`src/rtl/time_set_ctrl_pkg.sv`:
```
// Shared definitions for the time-of-day chain: mode encodings,
// default moduli and field widths.
package clock_pkg;

    typedef enum logic [1:0] {
        MODE_RUN      = 2'd0,
        MODE_SET_HOUR = 2'd1,
        MODE_SET_MIN  = 2'd2,
        MODE_SET_SEC  = 2'd3
    } mode_e;

    localparam int SEC_MOD_DEF  = 60;
    localparam int MIN_MOD_DEF  = 60;
    localparam int HOUR_MOD_DEF = 24;

    localparam int SEC_W  = 6;
    localparam int MIN_W  = 6;
    localparam int HOUR_W = 5;

    // Next state in the RUN -> SET_HOUR -> SET_MIN -> SET_SEC -> RUN ring.
    function automatic mode_e next_mode(input mode_e cur);
        mode_e nxt;
        case (cur)
            MODE_RUN:      nxt = MODE_SET_HOUR;
            MODE_SET_HOUR: nxt = MODE_SET_MIN;
            MODE_SET_MIN:  nxt = MODE_SET_SEC;
            MODE_SET_SEC:  nxt = MODE_RUN;
            default:       nxt = MODE_RUN;
        endcase
        return nxt;
    endfunction

endpackage

```
`src/rtl/time_set_ctrl_mod_counter.sv`:
```
// Modulo up counter. wrap flags the increment that takes q from its
// top value back to 0 so the caller can chain the next field in the same cycle.
module mod_counter #(
    parameter int MOD = 60,
    parameter int W   = 6
) (
    input  logic         clk,
    input  logic         rst,
    input  logic         inc,
    output logic [W-1:0] q,
    output logic         wrap
);

    logic [W-1:0] q_r;
    logic         at_max_s;

    assign at_max_s = (q_r == W'(MOD - 1));
    assign wrap     = at_max_s & inc;
    assign q        = q_r;

    // Count register: clear on reset, step or wrap on inc, otherwise hold.
    always_ff @(posedge clk) begin
        if (!rst) begin
            q_r <= {W{1'b0}};
        end else if (inc) begin
            if (at_max_s) begin
                q_r <= {W{1'b0}};
            end else begin
                q_r <= q_r + W'(1);
            end
        end else begin
            q_r <= q_r;
        end
    end

endmodule

```
`src/rtl/time_set_ctrl.sv`:
```
// Time-of-day controller: owns the sec/min/hour counters, runs the
// button-driven set-mode FSM, and emits day_carry and tick_clr pulses.
module time_set_ctrl
    import clock_pkg::*;
#(
    parameter int SEC_MOD  = SEC_MOD_DEF,
    parameter int MIN_MOD  = MIN_MOD_DEF,
    parameter int HOUR_MOD = HOUR_MOD_DEF
) (
    input  logic       clk,
    input  logic       rst,
    input  logic       tick,
    input  logic       btn_mode,
    input  logic       btn_inc,
    output logic [5:0] sec,
    output logic [5:0] min,
    output logic [4:0] hour,
    output logic [1:0] mode,
    output logic       day_carry,
    output logic       tick_clr
);

    mode_e state_r;
    logic  btn_mode_q_r;
    logic  btn_inc_q_r;
    logic  day_carry_r;
    logic  tick_clr_r;

    logic  mode_edge_s;
    logic  inc_edge_s;
    logic  set_inc_s;
    logic  run_s;

    logic  sec_inc_s;
    logic  min_inc_s;
    logic  hour_inc_s;
    logic  sec_wrap_s;
    logic  min_wrap_s;
    logic  hour_wrap_s;

    logic [SEC_W-1:0]  sec_s;
    logic [MIN_W-1:0]  min_s;
    logic [HOUR_W-1:0] hour_s;

    // Rising edges; the _q registers power up at 1 so a held button is not an edge.
    assign mode_edge_s = btn_mode & ~btn_mode_q_r;
    assign inc_edge_s  = btn_inc  & ~btn_inc_q_r;
    // A mode press in the same cycle wins over an increment.
    assign set_inc_s   = inc_edge_s & ~mode_edge_s;
    assign run_s       = (state_r == MODE_RUN);

    // In RUN the fields chain through wraps; in SET only the selected field steps.
    assign sec_inc_s  = run_s ? tick       : ((state_r == MODE_SET_SEC)  & set_inc_s);
    assign min_inc_s  = run_s ? sec_wrap_s : ((state_r == MODE_SET_MIN)  & set_inc_s);
    assign hour_inc_s = run_s ? min_wrap_s : ((state_r == MODE_SET_HOUR) & set_inc_s);

    mod_counter #(.MOD(SEC_MOD), .W(SEC_W)) u_sec (
        .clk  (clk),
        .rst  (rst),
        .inc  (sec_inc_s),
        .q    (sec_s),
        .wrap (sec_wrap_s)
    );

    mod_counter #(.MOD(MIN_MOD), .W(MIN_W)) u_min (
        .clk  (clk),
        .rst  (rst),
        .inc  (min_inc_s),
        .q    (min_s),
        .wrap (min_wrap_s)
    );

    mod_counter #(.MOD(HOUR_MOD), .W(HOUR_W)) u_hour (
        .clk  (clk),
        .rst  (rst),
        .inc  (hour_inc_s),
        .q    (hour_s),
        .wrap (hour_wrap_s)
    );

    // Mode FSM with button history and the registered carry/restart pulses.
    always_ff @(posedge clk) begin
        if (!rst) begin
            state_r      <= MODE_RUN;
            btn_mode_q_r <= 1'b1;
            btn_inc_q_r  <= 1'b1;
            day_carry_r  <= 1'b0;
            tick_clr_r   <= 1'b0;
        end else begin
            btn_mode_q_r <= btn_mode;
            btn_inc_q_r  <= btn_inc;
            day_carry_r  <= run_s & hour_wrap_s;
            tick_clr_r   <= (state_r == MODE_SET_SEC) & mode_edge_s;
            if (mode_edge_s) begin
                state_r <= next_mode(state_r);
            end else begin
                state_r <= state_r;
            end
        end
    end

    assign sec       = sec_s;
    assign min       = min_s;
    assign hour      = hour_s;
    assign mode      = state_r;
    assign day_carry = day_carry_r;
    assign tick_clr  = tick_clr_r;

endmodule

```
`config.mk`:
```
export PLATFORM = sky130hd
export DESIGN_NAME = time_set_ctrl
export DESIGN_NICKNAME = d
export VERILOG_FILES = /design/src/rtl/time_set_ctrl_pkg.sv /design/src/rtl/time_set_ctrl_mod_counter.sv /design/src/rtl/time_set_ctrl.sv
export SDC_FILE = /design/constraint.sdc
export NUM_CORES = 1
export LEC_CHECK = 0
export ABC_AREA = 1
export CAP_MARGIN = 20
export CORE_MARGIN = 2
export CORE_UTILIZATION = 50
export CTS_BUF_LIST = sky130_fd_sc_hd__clkbuf_16
export DETAILED_ROUTE_END_ITERATION = 6
export GPL_TIMING_DRIVEN = 0
export PLACE_DENSITY = 0.78
export SETUP_SLACK_MARGIN = 0.5
export SYNTH_ARGS = -nofsm -noshare
export SYNTH_HDL_FRONTEND = slang
export SYNTH_SLANG_ARGS = --single-unit
```
`constraint.sdc`:
```
create_clock -name clk -period 2 [get_ports clk]
set_clock_uncertainty 0.2 [all_clocks]
set_input_delay 0.4 -clock clk [delete_from_list [all_inputs] [get_ports clk]]
set_output_delay 0.4 -clock clk [all_outputs]
set_load 0.005 [all_outputs]
```
### Yosys cells after proc, flatten, opt, wreduce, memory -nomap -nowiden

Index checks and enable logic that the tools add are counted.

* flip-flop bits (word level): 23
* input bits: 5
* output and inout bits: 21

* add/sub/neg operators: 3
* equal/unequal tests: 6
* muxes and demuxes: 7
* bitwise gates (word level): 14
* reduce and logical (&&, ||, !) cells: 1

Operator list (count)
* adder 6 x 1 -> 6 bit (second input constant): 2
* equality test 6 bit (second input constant): 2
* two-way mux 6 bit: 2
* AND 1 bit: 11
* case mux 2 bit (4 select lines): 1
* adder 5 x 1 -> 5 bit (second input constant): 1
* equality test 5 bit (second input constant): 1
* two-way mux 5 bit: 1
* equality test 2 bit (second input constant): 2
* two-way mux 1 bit: 3
* inverter 1 bit: 3
* equality test 2 x 1 -> 1 bit (second input constant): 1
* logical NOT 2 bit: 1

### Longest topological paths before layout

* depth in word-level cells: 12
* gate-level depth with buffers: 10
* depth with buffers taken out: 10

### Cells and area by module

From an unflattened synthesis, not the netlist that was laid out.

* cells, all modules: 171
* area total of the unflattened synthesis: 1192.4 um2

By module, submodules not included
* mod_counter (u_min ...): instances 2, cells each 45, area an instance 309.0 um2, seq. area each 120.1 um2
* time_set_ctrl: instances 1, cells each 49, area an instance 339.1 um2, seq. area each 120.1 um2
* mod_counter (u_hour): instances 1, cells each 32, area an instance 235.2 um2, seq. area each 100.1 um2

### Worst setup path after synthesis

Ideal clock, no wire load.

* path kind: flip-flop to flip-flop
* start point: reg state_r[0], in the netlist mode[0]
* end point: reg u_hour.q_r[0], in the netlist u_hour.q[0]
* setup time: 0.115 ns
* arrival: 1.533 ns
* required time: 1.685 ns
* setup slack: 0.152 ns
* stages on the path, launching flop included: 10
* cells stage by stage: dfxtp_1 > inv_1 > ha_1 > nor2_1 > nand3_2 > nand2_4 > nand4_2 > buf_6 > a21oi_1 > nor2_1

* longest elaborated chain between the ends: 7

RTL lines
* start: declaration: RTL line time_set_ctrl.sv:23 `mode_e state_r;`
* start signal: assignment: RTL line time_set_ctrl.sv:95 `state_r <= next_mode(state_r);`
* start signal: assignment: RTL line time_set_ctrl.sv:97 `state_r <= state_r;`
* equality test 2 bit: RTL line time_set_ctrl.sv:53 `assign sec_inc_s = run_s ? tick : ((state_r == MODE_SET_SEC) & set_inc_s);`
* AND 1 bit: RTL line time_set_ctrl.sv:53
* two-way mux 1 bit: RTL line time_set_ctrl.sv:53
* AND 1 bit: RTL line time_set_ctrl_mod_counter.sv:18 `assign wrap = at_max_s & inc;`
* two-way mux 1 bit: RTL line time_set_ctrl.sv:54 `assign min_inc_s = run_s ? sec_wrap_s : ((state_r == MODE_SET_MIN) & set_inc_s);`
* AND 1 bit: RTL line time_set_ctrl_mod_counter.sv:18
* two-way mux 1 bit *: RTL line time_set_ctrl.sv:55 `assign hour_inc_s = run_s ? min_wrap_s : ((state_r == MODE_SET_HOUR) & set_inc_s);`
* end signal: assignment: RTL line time_set_ctrl_mod_counter.sv:24 `q_r <= {W{1'b0}};`
* end signal: assignment: RTL line time_set_ctrl_mod_counter.sv:27 `q_r <= {W{1'b0}};`
* end signal: assignment: RTL line time_set_ctrl_mod_counter.sv:29 `q_r <= q_r + W'(1);`
* end: declaration: RTL line time_set_ctrl_mod_counter.sv:14 `logic [W-1:0] q_r;`

Every way passes the cells marked *; elsewhere a longest branch is shown, timed or not.
A chain may end at the register's enable or synchronous reset.

### Final worst setup path

* start point: reg state_r[1], in the netlist mode[1]
* end point: reg u_hour.q_r[3], in the netlist u_hour.q[3]

The elaborated chain is that of the path after synthesis.

==> flow_summary.json <==
{
  "outcome": "finished clean",
  "drv_slew": 0,
  "worstPathRequired_ns": 1.99,
  "core_mm2": 0.002432,
  "cts_buffer_depth": 2,
  "power.leakage_nw": 0.9745,
  "num-fill-cells": 102,
  "place.gp.congestion": 0.7796,
  "hold_class": "in -> reg",
  "drtIter0Drc": 46,
  "placed_area_mm2": 0.001615,
  "timing.hold.ws_ns": 0.1640,
  "clkPwrFrac_pct": 41.7,
  "multi_input_area_um2": 919.6,
  "placed_cells": 232,
  "antenna_found_initial": 0,
  "synth_nets": 190,
  "r2r_slack_ns": 0.25,
  "tightest_slew_ns": 0.6349,
  "port_buffers": 24,
  "stdcell_count": 269,
  "yosysSeqAreaShare_pct": 36.40,
  "first_pass_iters": 4,
  "power_switching_mw": 0.2675,
  "worstHoldEndpoint": "btn_inc_q_r",
  "grt_pass1_vias": 1291,
  "cts_hold_buf": 0,
  "wl_mm": 5.028,
  "critical_path.endpoint_type": "flip-flop",
  "cts.sinks": 23,
  "min_period_ns": 1.748,
  "fmax_ghz": 0.5722,
  "fin_crit_sh_pct": 87.38,
  "cp.arrival_ns": 1.74,
  "cap_violations": 0,
  "avgRoutedWirePerCell_um": 18.69,
  "r2r_start": "mode[1]",
  "max-vdd-ir-drop_uv": 573.2,
  "io_pins": 26,
  "p_int_mw": 0.7977,
  "final_core_util_pct": 89.40,
  "drive_gt1_share_pct": 43.93,
  "drc": 0,
  "tritoncts.num_buffers": 3,
  "cts-root-buf": "clkbuf_16",
  "pwr-share-seq_pct": 44.4,
  "num_rows": 18,
  "synthCells": 178,
  "hold_viol": 0,
  "start_util_pct": 52.01,
  "ys_warn_count": 0,
  "worst_r2r_path_depth": 10,
  "grt_pass1_wl_mm": 5.609,
  "via_count": 1562,
  "clock_latency_ns": 0.26,
  "hold_path_depth": 2,
  "swShare_pct": 25.11,
  "seqCellArea_um2": 511.7,
  "layout_setup_ws_ns": 0.2524,
  "dp_slack_ns": -0.1567,
  "grt.overflow.total": 0,
  "critPathKind": "reg -> reg",
  "diodes": 0,
  "grt_start_max_net_pins": 14,
  "ys_ff_latch": 23,
  "vias_per_cell": 5.807,
  "area_growth_pct": 71.91,
  "min_from": "rst",
  "die_h_um": 54.30,
  "final_cell_area_mm2": 0.002175,
  "grt_usage_pct": 26.43,
  "regToRegEndpoint": "u_hour.q[3]",
  "htree_num_levels": 1,
  "cts_tree": "yes",
  "syn-cell-area_mm2": 0.001265,
  "maxSlewHeadroom_pct": 57.67,
  "antenna_left": 0,
  "setup_viol": 0,
  "pwr-share-comb_pct": 13.9,
  "rsz0062_at_grt": "true",
  "die_w_um": 54.30,
  "dieArea_mm2": 0.002948,
  "path_clk_slew_ns": 0.06,
  "crit_fanout": 6,
  "synth.avg_cell_area_um2": 7.107,
  "hpwl_mm": 1.964,
  "fin_nets": 252,
  "ys_types": 23,
  "cp-start-kind": "flip-flop",
  "powerDensity_mw_per_mm2": 489.8
}
## flip-flops by register name, summed over array words and instances (netlist names)
name,flops
u_min.q,6
u_sec.q,6
u_hour.q,5
mode,2
btn_inc_q_r,1
btn_mode_q_r,1
day_carry,1
tick_clr,1
## cell usage in the layout (no fill, tap or decap), types with 5 or more instances in the layout
cell type      count
a21oi_2            9
inv_2              5
nor2_1            20
nand2_2            7
nand2_1           24
dfxtp_2            8
inv_1             19
nand3_1           13
nand3_2            6
nand3_4            5
dfxtp_4           11
a21oi_1            8
buf_4             29
dlygate4sd2_1     21
## metrics by stage
stage          TNS (ns)  total power [mW]
2_1_floorplan         0            0.5403
5_1_grt               0             1.096
4_1_cts               0             1.021
3_5_place_dp     -1.373            0.5731
3_3_place_gp     -1.053            0.5704
6_report              0             1.065
## layout make-up
cell class	count	area share (%)
Clock buffer	3	3.452
Inverter	25	4.430
Multi-Input combinational cell	127	42.29
Buffer	3	1.381
Clock inverter	1	0.2301
Sequential cell	23	23.53
Tap cell	30	1.726
Timing Repair Buffer	57	22.96
## cells by family after synthesis
kind of cell | count (synthesis) | synth area share, %
simple gates | 91 | 33.73
xor+xnor | 4 | 2.770
buf+inv | 28 | 9.495
flops | 23 | 36.40
fa+ha+maj | 7 | 6.924
compound gates | 25 | 10.68
## layer usage
metal  vias up  part of all wire, %  global-route usage [%]
met4         0                  5.2                   11.67
met1       741                   39                   30.57
met3        31                  6.0                   5.464
li1        704                    -                       -
met2        86                   49                   46.59
met5         -                    0                       0
## power by group through the flow
stage | Combinational, mW | Clock (mW) | Sequential (mW)
6_report | 0.148 | 0.444 | 0.473
5_1_grt | 0.157 | 0.466 | 0.473
4_1_cts | 0.109 | 0.442 | 0.470
3_5_place_dp | 0.0832 | 0 | 0.490
3_3_place_gp | 0.0810 | 0 | 0.489
2_1_floorplan | 0.0515 | 0 | 0.489
## worst max-delay path, cell delays in order, from the launching register on
cell and delay (ns):
dfxtp_4 0.37, inv_2 0.06, ha_4 0.17, nor2_4 0.10, nand3_4 0.10, nand2_8 0.13, nand4_4 0.12, clkbuf_16 0.19
nand3_1 0.06, nand2_1 0.07, nor2_1 0.09
## worst max-delay path by stage
stage	start	end	slack, ns	depth (start not counted)
6_report	mode[1]	u_hour.q[3]	0.25	10
5_1_grt	mode[1]	u_hour.q[3]	0.16	10
4_1_cts	mode[0]	u_min.q[2]	0.33	9
3_5_place_dp	btn_inc	u_min.q[2]	-0.16	8
3_3_place_gp	btn_inc	u_min.q[0]	-0.12	8
2_1_floorplan	mode[0]	u_hour.q[0]	0.39	9
## cell usage after synthesis
library cell	instances	share of area [%]
and2_1	1	0.49
a21o_1	1	0.59
xnor2_1	2	1.4
or2_2	1	0.49
inv_1	25	7.4
nor2_1	24	7.1
nand2_1	33	9.8
nand3_1	21	8.3
nand2_4	1	0.89
nand4_1	3	1.5
o21bai_1	2	1.2
nor3_1	3	1.2
xor2_1	2	1.4
nand3_4	1	1.4
a211oi_1	1	0.59
dfxtp_1	23	36
clkbuf_1	1	0.30
a21oi_1	17	6.7
ha_1	7	6.9
o21ai_0	4	1.6
nand4_2	1	0.99
nand3_2	2	1.6
buf_6	2	1.8
## timing repair
item,CTS,global route
endpoints found under the setup margin,39,21
cloned,0,1
resized for setup,61,34
setup buffers,20,12
pin swaps,11,18
hold endpoints to repair,0,0
(Power assumes the default switching activity.)
